`src/rtl/frame_max_pkg.sv`:
```
// Shared types and defaults for the frame_max streaming reduction stage.
package frame_max_pkg;

    typedef enum logic [1:0] {
        IDLE  = 2'd0,
        ACCUM = 2'd1,
        HOLD  = 2'd2
    } state_t;

    localparam int DEFAULT_WIDTH = 16;

endpackage

```
`src/rtl/frame_max_max2.sv`:
```
// Two-input unsigned max comparator; purely combinational.
module max2 #(
    parameter int WIDTH = frame_max_pkg::DEFAULT_WIDTH
) (
    input  logic [WIDTH-1:0] a,
    input  logic [WIDTH-1:0] b,
    output logic [WIDTH-1:0] out
);

    assign out = (a > b) ? a : b;

endmodule

```
`src/rtl/frame_max.sv`:
```
// Streaming frame maximum: reduces up to FRAME_LEN samples per frame and
// presents the maximum and the sample count on a valid/ready result port.
module frame_max
    import frame_max_pkg::*;
#(
    parameter int WIDTH     = DEFAULT_WIDTH,
    parameter int FRAME_LEN = 8
) (
    input  logic                             clk,
    input  logic                             rst,
    input  logic                             in_valid,
    output logic                             in_ready,
    input  logic [WIDTH-1:0]                 in_data,
    input  logic                             in_last,
    output logic                             out_valid,
    input  logic                             out_ready,
    output logic [WIDTH-1:0]                 out_max,
    output logic [$clog2(FRAME_LEN+1)-1:0]   out_count
);

    localparam int CNT_W = $clog2(FRAME_LEN + 1);

    // Handshake: a transfer happens on a rising edge where valid & ready are
    // both high; ready/valid here depend on state only, never on inputs.
    state_t            state, state_nxt;
    logic [WIDTH-1:0]  max_r;
    logic [WIDTH-1:0]  max_new;
    logic [CNT_W-1:0]  cnt;
    logic [CNT_W-1:0]  cnt_inc;
    logic              accept;
    logic              frame_done;

    max2 #(.WIDTH(WIDTH)) u_max2 (
        .a   (max_r),
        .b   (in_data),
        .out (max_new)
    );

    assign in_ready   = (state != HOLD);
    assign out_valid  = (state == HOLD);
    assign out_max    = max_r;
    assign out_count  = cnt;
    assign accept     = in_valid & in_ready;
    // In IDLE cnt is 0, so cnt_inc==FRAME_LEN also covers FRAME_LEN==1.
    assign cnt_inc    = cnt + CNT_W'(1);
    assign frame_done = in_last | (cnt_inc == CNT_W'(FRAME_LEN));

    always_comb begin
        state_nxt = state;
        case (state)
            IDLE, ACCUM: begin
                if (accept) state_nxt = frame_done ? HOLD : ACCUM;
            end
            HOLD: begin
                if (out_ready) state_nxt = IDLE;
            end
            default: state_nxt = IDLE;
        endcase
    end

    always_ff @(posedge clk or posedge rst) begin
        if (rst) begin
            state <= IDLE;
            max_r <= '0;
            cnt   <= '0;
        end else begin
            state <= state_nxt;
            case (state)
                IDLE: begin
                    if (accept) begin
                        max_r <= in_data;
                        cnt   <= CNT_W'(1);
                    end
                end
                ACCUM: begin
                    if (accept) begin
                        max_r <= max_new;
                        cnt   <= cnt_inc;
                    end
                end
                HOLD: begin
                    // max_r is kept after the transfer; only the count clears.
                    if (out_ready) cnt <= '0;
                end
                default: ;
            endcase
        end
    end

endmodule

```
`config.mk`:
```
export PLATFORM = sky130hd
export DESIGN_NAME = frame_max
export DESIGN_NICKNAME = d
export VERILOG_FILES = /design/src/rtl/frame_max_pkg.sv /design/src/rtl/frame_max_max2.sv /design/src/rtl/frame_max.sv
export SDC_FILE = /design/constraint.sdc
export NUM_CORES = 1
export LEC_CHECK = 0
export CAP_MARGIN = 20
export CORE_AREA = 2 2 75 106
export DETAILED_ROUTE_END_ITERATION = 12
export DIE_AREA = 0 0 77 108
export GPL_TIMING_DRIVEN = 0
export PLACE_DENSITY_LB_ADDON = 0.12
export SLEW_MARGIN = 20
export SYNTH_ARGS = -nofsm -noshare
export SYNTH_HDL_FRONTEND = slang
export SYNTH_HIERARCHICAL = 1
export SYNTH_SLANG_ARGS = --single-unit
```
`constraint.sdc`:
```
create_clock -name clk -period 2.7 [get_ports clk]
set_input_delay 0.54 -clock clk [delete_from_list [all_inputs] [get_ports clk]]
set_output_delay 0.54 -clock clk [all_outputs]
set_load 0.03 [all_outputs]
```
# Yosys cells after proc, flatten, opt, wreduce, memory -nomap -nowiden
# Index checks and enable logic that the tools add are counted.
# word_totals
register_bits	22
input_bits	21
word_cells	35
# classes
n_addsub	1
magnitude_cmp	1
n_eq_ne	9
muxes	12
bitwise_logic	2
reduce_logical	7
# ops
op	count
two-way mux 16 bit	3
one-hot mux 16 bit (2 select lines)	1
> comparator 16 bit	1
two-way mux 4 bit	3
one-hot mux 4 bit (3 select lines)	1
inequality test 2 bit (second input constant)	5
AND reduction 4 bit	2
two-way mux 2 bit	3
adder 4 x 1 -> 4 bit (second input constant)	1
== test 4 bit (second input constant)	1
one-hot mux 2 bit (2 select lines)	1
nonzero test 3 bit	1
== test 2 x 1 -> 1 bit (second input constant)	1
== test 2 bit (second input constant)	1
logical NOT 2 bit	1
inequality test 2 x 1 -> 1 bit (second input constant)	1
AND reduction 2 bit	1
nonzero test 2 bit	1
OR reduction 2 bit	1
bitwise AND 1 bit	1
bitwise OR 1 bit	1

# Longest topological paths before layout
# depth
depth_word	6
mapped_depth	11
mapped_depth_nobuf	9

# By module
# Netlist, hierarchy kept.
# modules_own_cells
mod	instances	cells_each	area_each_um2	seq_area_each_um2
frame_max	1	118	1184.9	550.5
max2	1	140	974.7	0.0

# Worst setup path after synthesis
# OpenSTA, ideal clock, no wires.
# synth_timing
path_type	input -> register
startpoint	in in_data[15]
endpoint	reg max_r[10] (netlist: out_max[10])
arrival_ns	2.361
required_time_ns	2.569
slack_ns	0.207
path_stages	11
cell_sequence	inv_1 > ha_1 > nand4_4 > o21bai_2 > or3_1 > buf_6 > buf_6 > o311ai_1 > o211ai_1 > mux2i_1 > o21ai_0
# synth_via
elab_chain_len	3
# synth_lines
element	line	text
from (decl)	frame_max.sv:13	input logic [WIDTH-1:0] in_data,
> comparator 16 bit	frame_max_max2.sv:10	assign out = (a > b) ? a : b;
inequality test 2 bit (no source line)	--	
AND reduction 4 bit (no source line)	--	
to (signal assigned)	frame_max.sv:71	max_r <= in_data;
to (signal assigned)	frame_max.sv:77	max_r <= max_new;
to (decl)	frame_max.sv:26	logic [WIDTH-1:0] max_r;
# Every way passes these cells.
# A chain may end at the register's enable or synchronous reset.

# Worst setup path in the final report
# layout_timing
startpoint	in in_data[8]
endpoint	reg max_r[9] (netlist: out_max[9])
# Same word-level chain as after synthesis.

==> run metrics <==
Post-synth EDFFs=0; #FFs+latches synth=22; Die W=77 um; average cell area after synthesis=around 8.4 um^2; Avg WL per Cell=17.5 um; Max-Cap Viols=0; Syn-to-layout area delta=46.6%; IO Count=43; WP data required=2.85 ns; Clock Sinks=22; largest net degree at the start of global routing=23; Max FO, Critical Path=10; CTS H-tree lvls=1; Placement Setup Slack=-0.585 ns; number of nets with antenna violations after routing=0; Port-buffer cells=42; via count=2251; total track usage=between 15 and 20%; top cell type's share of synthesized area=approximately a quarter; first-pass GRT wire length=11600 um; Min Hold Slack=0.573 ns; ratio of cells with drive above 1 in the final layout=23.4%; clk_lat worst skew=0.28 ns; Die Span Y=108 um; yosys warns=6; Final WS setup=0.101 ns; Post-layout nets=355; CTS buffer count=3; dpl hpwl=5000 um; worst clock skew=0.0158 ns; Min-Delay Path Class=reg -> reg; Core Box Area=7310 um^2; final hold viol count=0; status=completed; Bufs on Longest Clock Path=2; Filler cells=772; clock transition at the registers of the reported paths=0.10 ns; min cycle time layout=2.60 ns; count leader, synth=inv_1; drt first pass iters=4; via/cell ratio=between 5 and 6; Seq/Total Area, Yosys=25.5%; dominant cells by area after synthesis=dfrtp_1 (25%), ha_1 (12%), mux2i_1 (7.9%); total grt overflow=0; Lkg Pwr=1.25 nW; RSZ-0062 raised after global routing=false; CP Class=in -> reg; max-slew violations=0; Cells after Synth=about 260; Max VDD drop=approximately 0.44 mV; vias in the first global route=2306; Die ar.=~8300 um^2; CP Launch Type=input pin; Post-Synthesis Net Count=299; initial antenna violation count=0; Total Neg Setup Slack=0 ns; ys async rst share=100%; Yosys cell types=42; fmax=roughly 380 MHz; initial DRC count=about 150; final setup fails=0; PwrDens=1020 nW/um^2; CP arrival=2.75 ns; Slew HR=49.1%; top post-synthesis cells by count=inv_1 (24), dfrtp_1 (22), a21oi_1 (20), ha_1 (20), nand3_1 (20); initial core utilization=29.5%; Clock Tree Root=clkbuf_8; Total Routed Length=7150 um; Worst Setup End Kind=register; cell area after synthesis=2160 um^2; routability congestion estimate=~0.86; post-synth top area cell=dfrtp_1; final period utilization=a little over nine tenths; TritonCTS clock tree=built; DRC errors left=0; Primary FF master, synth=dfrtp_1; antenna diode count=0; Core Rows=37; Worst Max-Slew Pin Slew=between 0.7 and 0.8 ns
through the flow:
| stage | power, mW | utilization, % | instance area, um^2 | instances |
|---|---|---|---|---|
| final | 3.23 | 43.3 | 3170 | 409 |
| after global placement | 2.63 | 36.9 | 2700 | 397 |
| after detailed placement | 2.64 | 36.9 | 2700 | 397 |
| after CTS | 3.16 | 41.8 | 3050 | 406 |
| after global routing | 3.47 | 43.3 | 3170 | 409 |
| after floorplan | 2.00 | - | 2160 | 258 |
worst paths after layout:
kind	start	endpoint	slack [ns]	depth (start not counted)
setup / recovery	in_data[8]	out_max[9]	0.10	12
hold / removal	state[0]	state[0]	0.57	2
setup reg to reg	out_max[15]	out_max[9]	0.19	11
hold reg to reg	state[0]	state[0]	0.57	2
max in group asynchronous	rst	out_count[3]	1.61	3
min in group asynchronous	rst	out_max[9]	0.60	2
final cells by class:
class                   instances  area, um^2  area share (%)
repair buffers                 53         523            16.5
clock buffers                   3        41.3            1.30
well taps                      97         121            3.83
inverters                      24        90.1            2.84
flip-flops and latches         22         551            17.4
plain buffers                  18         141            4.46
multi-input cells             192        1700            53.7
routing by layer:
layer,wire length [um],up-vias,part of all wire (%),global-route usage (%)
met5,0,-,0,0
met1,3060,1081,43,20.9
met2,3760,62,53,31.8
met3,282,4,3.9,2.34
li1,-,1104,-,-
met4,53,0,0.74,4.85
layout by cell type (no fill, tap or decap), drive strengths merged, types with 4 or more instances in the layout:
cell type | Yosys | layout
nand3 | 20 | 20
buf | 9 | 22
mux2i | 17 | 17
nor4 | 16 | 16
inv | 24 | 24
dfrtp | 22 | 22
clkbuf | 11 | 10
o311ai | 16 | 16
nand4 | 4 | 4
nand2 | 11 | 11
ha | 20 | 20
o21ai | 22 | 22
a21oi | 21 | 21
nor2 | 4 | 4
o211ai | 17 | 17
clkdlybuf4s50 | 0 | 34
dlymetal6s2s | 0 | 6
critical path, cell delays in order:
cell	delay, ns
clkdlybuf4s50_1	0.49
inv_2	0.05
ha_2	0.18
a21oi_4	0.15
nor3_4	0.06
or3_1	0.32
buf_6	0.15
buf_8	0.16
o311ai_2	0.29
o211ai_1	0.13
mux2i_1	0.14
o21ai_0	0.09
what timing repair did:
item / CTS / global route
pin swaps: 14 / 7
hold buffers: 0 / 0
endpoints found under the setup margin: 16 / 16
resized for setup: 53 / 29
setup buffers: 6 / 4
registers in the layout (all words and copies together), names as in the netlist:
signal	cells
out_max	16
out_count	4
state	2
logic make-up (layout without fill, tap and decap cells):
group,after synthesis,after routing,share of synthesized area [%]
AOI/OAI and AO/OA,87,87,27.1
adders and majority gates,20,20,11.6
xor gates and xnor gates,1,1,0.406
and+or+nand+nor,67,67,18.5
muxes,17,17,7.88
DFF,22,22,25.5
buffers and inverters,44,98,9.04
where the power goes:
group / total (mW) / internal [mW] / switching [mW]
logic: 2.32 / 1.05 / 1.27
registers: 0.683 / 0.473 / 0.210
clock network: 0.228 / 0.100 / 0.128
(Power assumes the default switching activity.)
